### src/rtl/legv8_ctrl_pkg.sv
// Shared types and constants for the multi-cycle LEGv8 control unit.
// Optional extended opcodes are enabled with LEGV8_EXT_OPS_EN (see legv8_op_classify).
package legv8_ctrl_pkg;

  typedef enum logic [2:0] {
    S_FETCH,
    S_DECODE,
    S_EXEC,
    S_MEM,
    S_WB
  } state_t;

  typedef enum logic [2:0] {
    C_LD,
    C_ST,
    C_CBZ,
    C_RTYPE,
    C_IMM,
    C_CBNZ,
    C_B,
    C_ILLEGAL
  } cls_t;

  // Opcode patterns on instruction[31:21]; '?' bits are don't-care in casez
  localparam logic [10:0] OP_LDUR = 11'b11111000010;
  localparam logic [10:0] OP_STUR = 11'b11111000000;
  localparam logic [10:0] OP_CBZ  = 11'b10110100???;
  localparam logic [10:0] OP_ADDS = 11'b1?001011000;
  localparam logic [10:0] OP_LOGR = 11'b10?01010000;
  localparam logic [10:0] OP_ADDI = 11'b1001000100?;
  localparam logic [10:0] OP_SUBI = 11'b1101000100?;
  localparam logic [10:0] OP_CBNZ = 11'b10110101???;
  localparam logic [10:0] OP_B    = 11'b000101?????;

  localparam logic [1:0] ALUOP_ADD   = 2'b00;
  localparam logic [1:0] ALUOP_PASSB = 2'b01;
  localparam logic [1:0] ALUOP_FUNCT = 2'b10;

endpackage

### src/rtl/legv8_op_classify.sv
// Combinational opcode classifier: 11-bit opcode -> instruction class.
// ADDI/SUBI, CBNZ and B are recognised only when LEGV8_EXT_OPS_EN is defined;
// otherwise they fall through to C_ILLEGAL.
module legv8_op_classify
  import legv8_ctrl_pkg::*;
(
  input  logic [10:0] op,
  output cls_t        cls
);

  // Pattern match; anything unmatched is illegal
  always_comb begin
    cls = C_ILLEGAL;
    casez (op)
      OP_LDUR: cls = C_LD;
      OP_STUR: cls = C_ST;
      OP_CBZ:  cls = C_CBZ;
      OP_ADDS: cls = C_RTYPE;
      OP_LOGR: cls = C_RTYPE;
`ifdef LEGV8_EXT_OPS_EN
      OP_ADDI: cls = C_IMM;
      OP_SUBI: cls = C_IMM;
      OP_CBNZ: cls = C_CBNZ;
      OP_B:    cls = C_B;
`endif
      default: cls = C_ILLEGAL;
    endcase
  end

endmodule

### src/rtl/legv8_mc_control.sv
// Multi-cycle LEGv8 control unit: FETCH/DECODE/EXEC/MEM/WB sequencing with a
// memory-wait timeout and a retired-instruction counter.
// Optional macro LEGV8_EXT_OPS_EN adds ADDI/SUBI, CBNZ and B support.
//
// state    | meaning
// S_FETCH  | instr_ready high, waiting for instr_valid to latch Op
// S_DECODE | classify latched opcode; illegal/B skip straight to WB
// S_EXEC   | ALU controls for the class; LD/ST continue to MEM
// S_MEM    | hold MemRead/MemWrite until mem_ready or timeout
// S_WB     | one-cycle retire: PCWrite, RegWrite/branch/error pulses
module legv8_mc_control
  import legv8_ctrl_pkg::*;
#(
  parameter int MEM_TIMEOUT = 16,
  parameter int RETIRE_W    = 32
) (
  input  logic                clk,
  input  logic                reset,
  input  logic                instr_valid,
  output logic                instr_ready,
  input  logic [10:0]         Op,
  input  logic                mem_ready,
  output logic                Reg2Loc,
  output logic                ALUSrc,
  output logic                MemtoReg,
  output logic                RegWrite,
  output logic                MemRead,
  output logic                MemWrite,
  output logic                Branch,
  output logic [1:0]          ALUOp,
  output logic                BranchNZ,
  output logic                UncondBranch,
  output logic                PCWrite,
  output logic                illegal,
  output logic                mem_err,
  output logic [RETIRE_W-1:0] instret
);

  localparam int WCNT_W = $clog2(MEM_TIMEOUT);
  localparam logic [WCNT_W-1:0] WCNT_LAST = WCNT_W'(MEM_TIMEOUT - 1);

  state_t            state;
  logic [10:0]       op_q;
  logic [WCNT_W-1:0] wcnt;
  logic              tout_q;
  cls_t              cls;

  legv8_op_classify u_classify (
    .op  (op_q),
    .cls (cls)
  );

  // Sequencer, memory wait counter and retire counter
  always_ff @(posedge clk or negedge reset) begin
    if (!reset) begin
      state   <= S_FETCH;
      op_q    <= '0;
      wcnt    <= '0;
      tout_q  <= 1'b0;
      instret <= '0;
    end else begin
      case (state)
        S_FETCH: begin
          if (instr_valid) begin
            op_q  <= Op;
            state <= S_DECODE;
          end
        end
        S_DECODE: begin
          if (cls == C_ILLEGAL || cls == C_B) state <= S_WB;
          else                                state <= S_EXEC;
        end
        S_EXEC: begin
          if (cls == C_LD || cls == C_ST) state <= S_MEM;
          else                            state <= S_WB;
        end
        S_MEM: begin
          // mem_ready on the last allowed cycle still counts as a normal completion
          if (mem_ready) begin
            state <= S_WB;
          end else if (wcnt == WCNT_LAST) begin
            state  <= S_WB;
            tout_q <= 1'b1;
          end else begin
            wcnt <= wcnt + WCNT_W'(1);
          end
        end
        S_WB: begin
          if (cls != C_ILLEGAL && !tout_q) instret <= instret + RETIRE_W'(1);
          wcnt   <= '0;
          tout_q <= 1'b0;
          state  <= S_FETCH;
        end
        default: state <= S_FETCH;
      endcase
    end
  end

  // Moore output decode from state, latched opcode class and timeout flag
  always_comb begin
    instr_ready  = 1'b0;
    Reg2Loc      = 1'b0;
    ALUSrc       = 1'b0;
    MemtoReg     = 1'b0;
    RegWrite     = 1'b0;
    MemRead      = 1'b0;
    MemWrite     = 1'b0;
    Branch       = 1'b0;
    ALUOp        = ALUOP_ADD;
    BranchNZ     = 1'b0;
    UncondBranch = 1'b0;
    PCWrite      = 1'b0;
    illegal      = 1'b0;
    mem_err      = 1'b0;
    case (state)
      S_FETCH: instr_ready = 1'b1;
      S_EXEC: begin
        case (cls)
          C_LD: ALUSrc = 1'b1;
          C_ST: begin
            ALUSrc  = 1'b1;
            Reg2Loc = 1'b1;
          end
          C_RTYPE: ALUOp = ALUOP_FUNCT;
          C_IMM: begin
            ALUSrc = 1'b1;
            ALUOp  = ALUOP_FUNCT;
          end
          C_CBZ, C_CBNZ: begin
            Reg2Loc = 1'b1;
            ALUOp   = ALUOP_PASSB;
          end
          default: ;
        endcase
      end
      S_MEM: begin
        MemRead  = (cls == C_LD);
        MemWrite = (cls == C_ST);
      end
      S_WB: begin
        PCWrite  = 1'b1;
        RegWrite = !tout_q && (cls == C_LD || cls == C_RTYPE || cls == C_IMM);
        MemtoReg = !tout_q && (cls == C_LD);
        Branch   = (cls == C_CBZ);
`ifdef LEGV8_EXT_OPS_EN
        BranchNZ     = (cls == C_CBNZ);
        UncondBranch = (cls == C_B);
`endif
        illegal  = (cls == C_ILLEGAL);
        mem_err  = tout_q;
      end
      default: ;
    endcase
  end

endmodule
### config.mk
export PLATFORM = sky130hd
export DESIGN_NAME = legv8_mc_control
export DESIGN_NICKNAME = d
export VERILOG_FILES = /design/src/rtl/legv8_ctrl_pkg.sv /design/src/rtl/legv8_op_classify.sv /design/src/rtl/legv8_mc_control.sv
export SDC_FILE = /design/constraint.sdc
export NUM_CORES = 1
export LEC_CHECK = 0
export CAP_MARGIN = 15
export CORE_UTILIZATION = 40
export DETAILED_ROUTE_END_ITERATION = 10
export PLACE_DENSITY = 0.71
export SYNTH_ARGS = -nofsm -noshare
export SYNTH_HDL_FRONTEND = slang
export SYNTH_HIERARCHICAL = 1
export SYNTH_SLANG_ARGS = --single-unit
### constraint.sdc
create_clock -name clk -period 3.3 [get_ports clk]
set_input_delay 0.33 -clock clk [delete_from_list [all_inputs] [get_ports clk]]
set_output_delay 0.33 -clock clk [all_outputs]
set_load 0.02 [all_outputs]
==> impl_results.md <==
- Initial antenna violation count: 0
- CTS sink cnt: 51
- Worst Setup EP: Reg2Loc
- GRT Residual Overflow: 0
- Final setup viols: 0
- M1 WL: 2529 um
- Cells after synthesis: 242
- ANT cells: 0
- Unrepaired setup endpoints after global routing: false
- Drt first pass iters: 4
- # hold bufs at CTS: 0
- Yosys reg bits: 51
- Mapped cell area: 2597 sq um
- Post-DP HPWL: 4012 um
- Nets@finish: 317
- Initial Utilization: 0.4261
- Syn avg cell area: 10.73 sq um
- Post-DP Area: 3237 sq um
- H-tree lvl count: 2
- Hold Path Class: in -> async
- Cts repair resizes: 0
- Finished Layout Cells: 376
- Worst VDD drop: 0.3511 mV
- Die height: 82.59 um
- Number of CTS-inserted buffers: 5
- Crit path DAT: 2810 ps
- Count of different cell masters after synthesis: 48
- Sequential area share after synthesis: 0.4913
- Largest area contributor in the netlist: dfrtp_1
- CTS tree: built
- Crit path kind: reg -> out
- Worst Max-Slew Pin Slew: 713.3 ps
- Area Overhead vs Synth: 28.47%
- Count of final hold-check violations: 0
- Pin count of the biggest net entering global routing: 32
- Layout cells sized above 1: 0.1262
- Die W: 82.59 um
- Vias: 1956
- PortBufs: 59
- Status: complete, no violations
- Synth area leaders: dfrtp_1, xor2_1, mux2_2, xnor2_1, nand2_1
- Commonest cells post-synth: dfrtp_1, nand2_1, nor2_1
- Most frequent cell after synthesis: dfrtp_1
- Routed WL: 5357 um
- Yosys warns: 6
- Worst Setup SP: op_q[5]
- Top Metal Used: met4
- Leak: 1.470 nW
- Fmax: 318.7 MHz
- # IOs: 62
- Vias per inst: 5.202
- Met2 WL: 2636 um
- Clock transition at path regs: 90 ps
- Minimum clock period after layout: 3138 ps
- Pins Over Slew Limit: 0
- Routability congestion estimate: 0.7159
- Core area: 6096 sq um
- GRT Total Usage: 0.1680
- PwrDens: 415.1 nW/um^2
- Reg2Reg Setup Slack: 720 ps
- Fin worst setup slack: 162.3 ps
- Top cell type's share of synthesized area: 0.4913
- Setup TNS: 0 ps
- Clk_skew: 10.73 ps
- Final worst-path cycle share: 0.9508
- Startpoint types: flip-flop
- Critical path fanouts, max: 11
- Placed cell count: 368
- Metal3 WL: 145 um
- Row cnt: 28
- DR WL/cell: 14.25 um
- Async set-reset flop share out of synthesis: 1.000
- Setup Buffers After CTS: 0
- Clock network latency to the later pin of the worst-skew pair: 300 ps
- Die area: 6820 sq um
- DRT iter0 DRCs: 88
- Vias in the first global route: 1806
- Max Root-Sink Buffers: 2
- Post-route DRC: 0
- Root cell of the clock tree: clkbuf_8
- Capturing point of the worst reg2reg path: instret[17]
- Most used DFF post-synth: dfrtp_1
- RR Startpoint: op_q[3]
- Crit. End Element: primary output
- Reg2Reg Depth: 8
- Post-route ant nets: 0
- Slew margin rel.: 0.5213
- Design area: 3337 sq um
- DP Worst Slack: 459.7 ps
- Max Cap Viol: 0
- WP data required: 2970 ps
- Number of flops mapped to enable cells by yosys: 0
- First-pass GRT wire length: 8728 um
-- per-stage QoR --
step / utilization / power [W] / hold slack, ps
2_1_floorplan: - / 0.0009267 / 34.41
3_3_place_gp: 0.5310 / 0.001008 / 398.2
3_5_place_dp: 0.5310 / 0.001018 / 405.1
4_1_cts: 0.5468 / 0.001403 / 66.53
5_1_grt: 0.5474 / 0.001461 / 101.4
6_report: 0.5474 / 0.001385 / 52.19
-- placed cells by master, fill, tap and decap left out, types with 6 or more instances in the layout --
cell and instances:
inv_1 7, mux2_2 13, clkdlybuf4s50_1 58, nand4_1 6, clkbuf_8 6, xnor2_1 16
and3_1 8, dfrtp_1 51, nand2_1 21, nand3_1 11, nor3_1 10, nor2_1 20
xor2_1 17
-- critical path: stages (launching register included) --
cell,delay (ps)
dfrtp_1,440
nor4b_4,340
a32o_1,220
nand2_1,200
or3b_2,540
a21oi_1,150
clkdlybuf4s50_1,630
-- worst min path at each step --
| stage | from | endpoint | slack [ps] | cells after the start |
|---|---|---|---|---|
| after floorplan | reset | instret[0] | 30 | 0 |
| after global placement | reset | op_q[6] | 400 | 1 |
| after detailed placement | reset | op_q[6] | 410 | 1 |
| after CTS | reset | op_q[6] | 70 | 1 |
| after global routing | reset | op_q[2] | 100 | 1 |
| final | reset | op_q[2] | 50 | 1 |
-- state kept, by name, summed over array words and instances (netlist names) --
register  count
state         3
instret      32
wcnt          4
op_q         11
tout_q        1
-- report_power, final --
group	internal [W]	switching, W	total [W]
Combinational	0.000137	0.000106	0.000243
Sequential	0.000688	0.0000738	0.000762
Clock	0.000172	0.000209	0.000381
-- per-layer routing --
| layer | vias to the layer above | GRT usage |
|---|---|---|
| met5 | - | 0 |
| met4 | 0 | 0.03621 |
| met3 | 6 | 0.03297 |
| met2 | 30 | 0.2702 |
| met1 | 965 | 0.2342 |
| li1 | 955 | - |
-- kinds of logic after synthesis --
kind of cell	Yosys count	share of synthesized area
compound gates	19	0.05058
xor+xnor	33	0.1113
fa+ha+maj	2	0.009632
buf+inv	18	0.03275
flops	51	0.4913
mux	14	0.06021
other cells	1	0.001444
simple gates	104	0.2428
-- area by class of cell --
cell class	count	area (sq um)
fillers	572	2759
flip-flops and latches	51	1276
multi-input cells	174	1244
repair buffers	61	600.6
well taps	75	93.84
clock buffers	6	82.58
inverters	7	26.28
clock inverters	2	13.76
(Power assumes the default switching activity.)
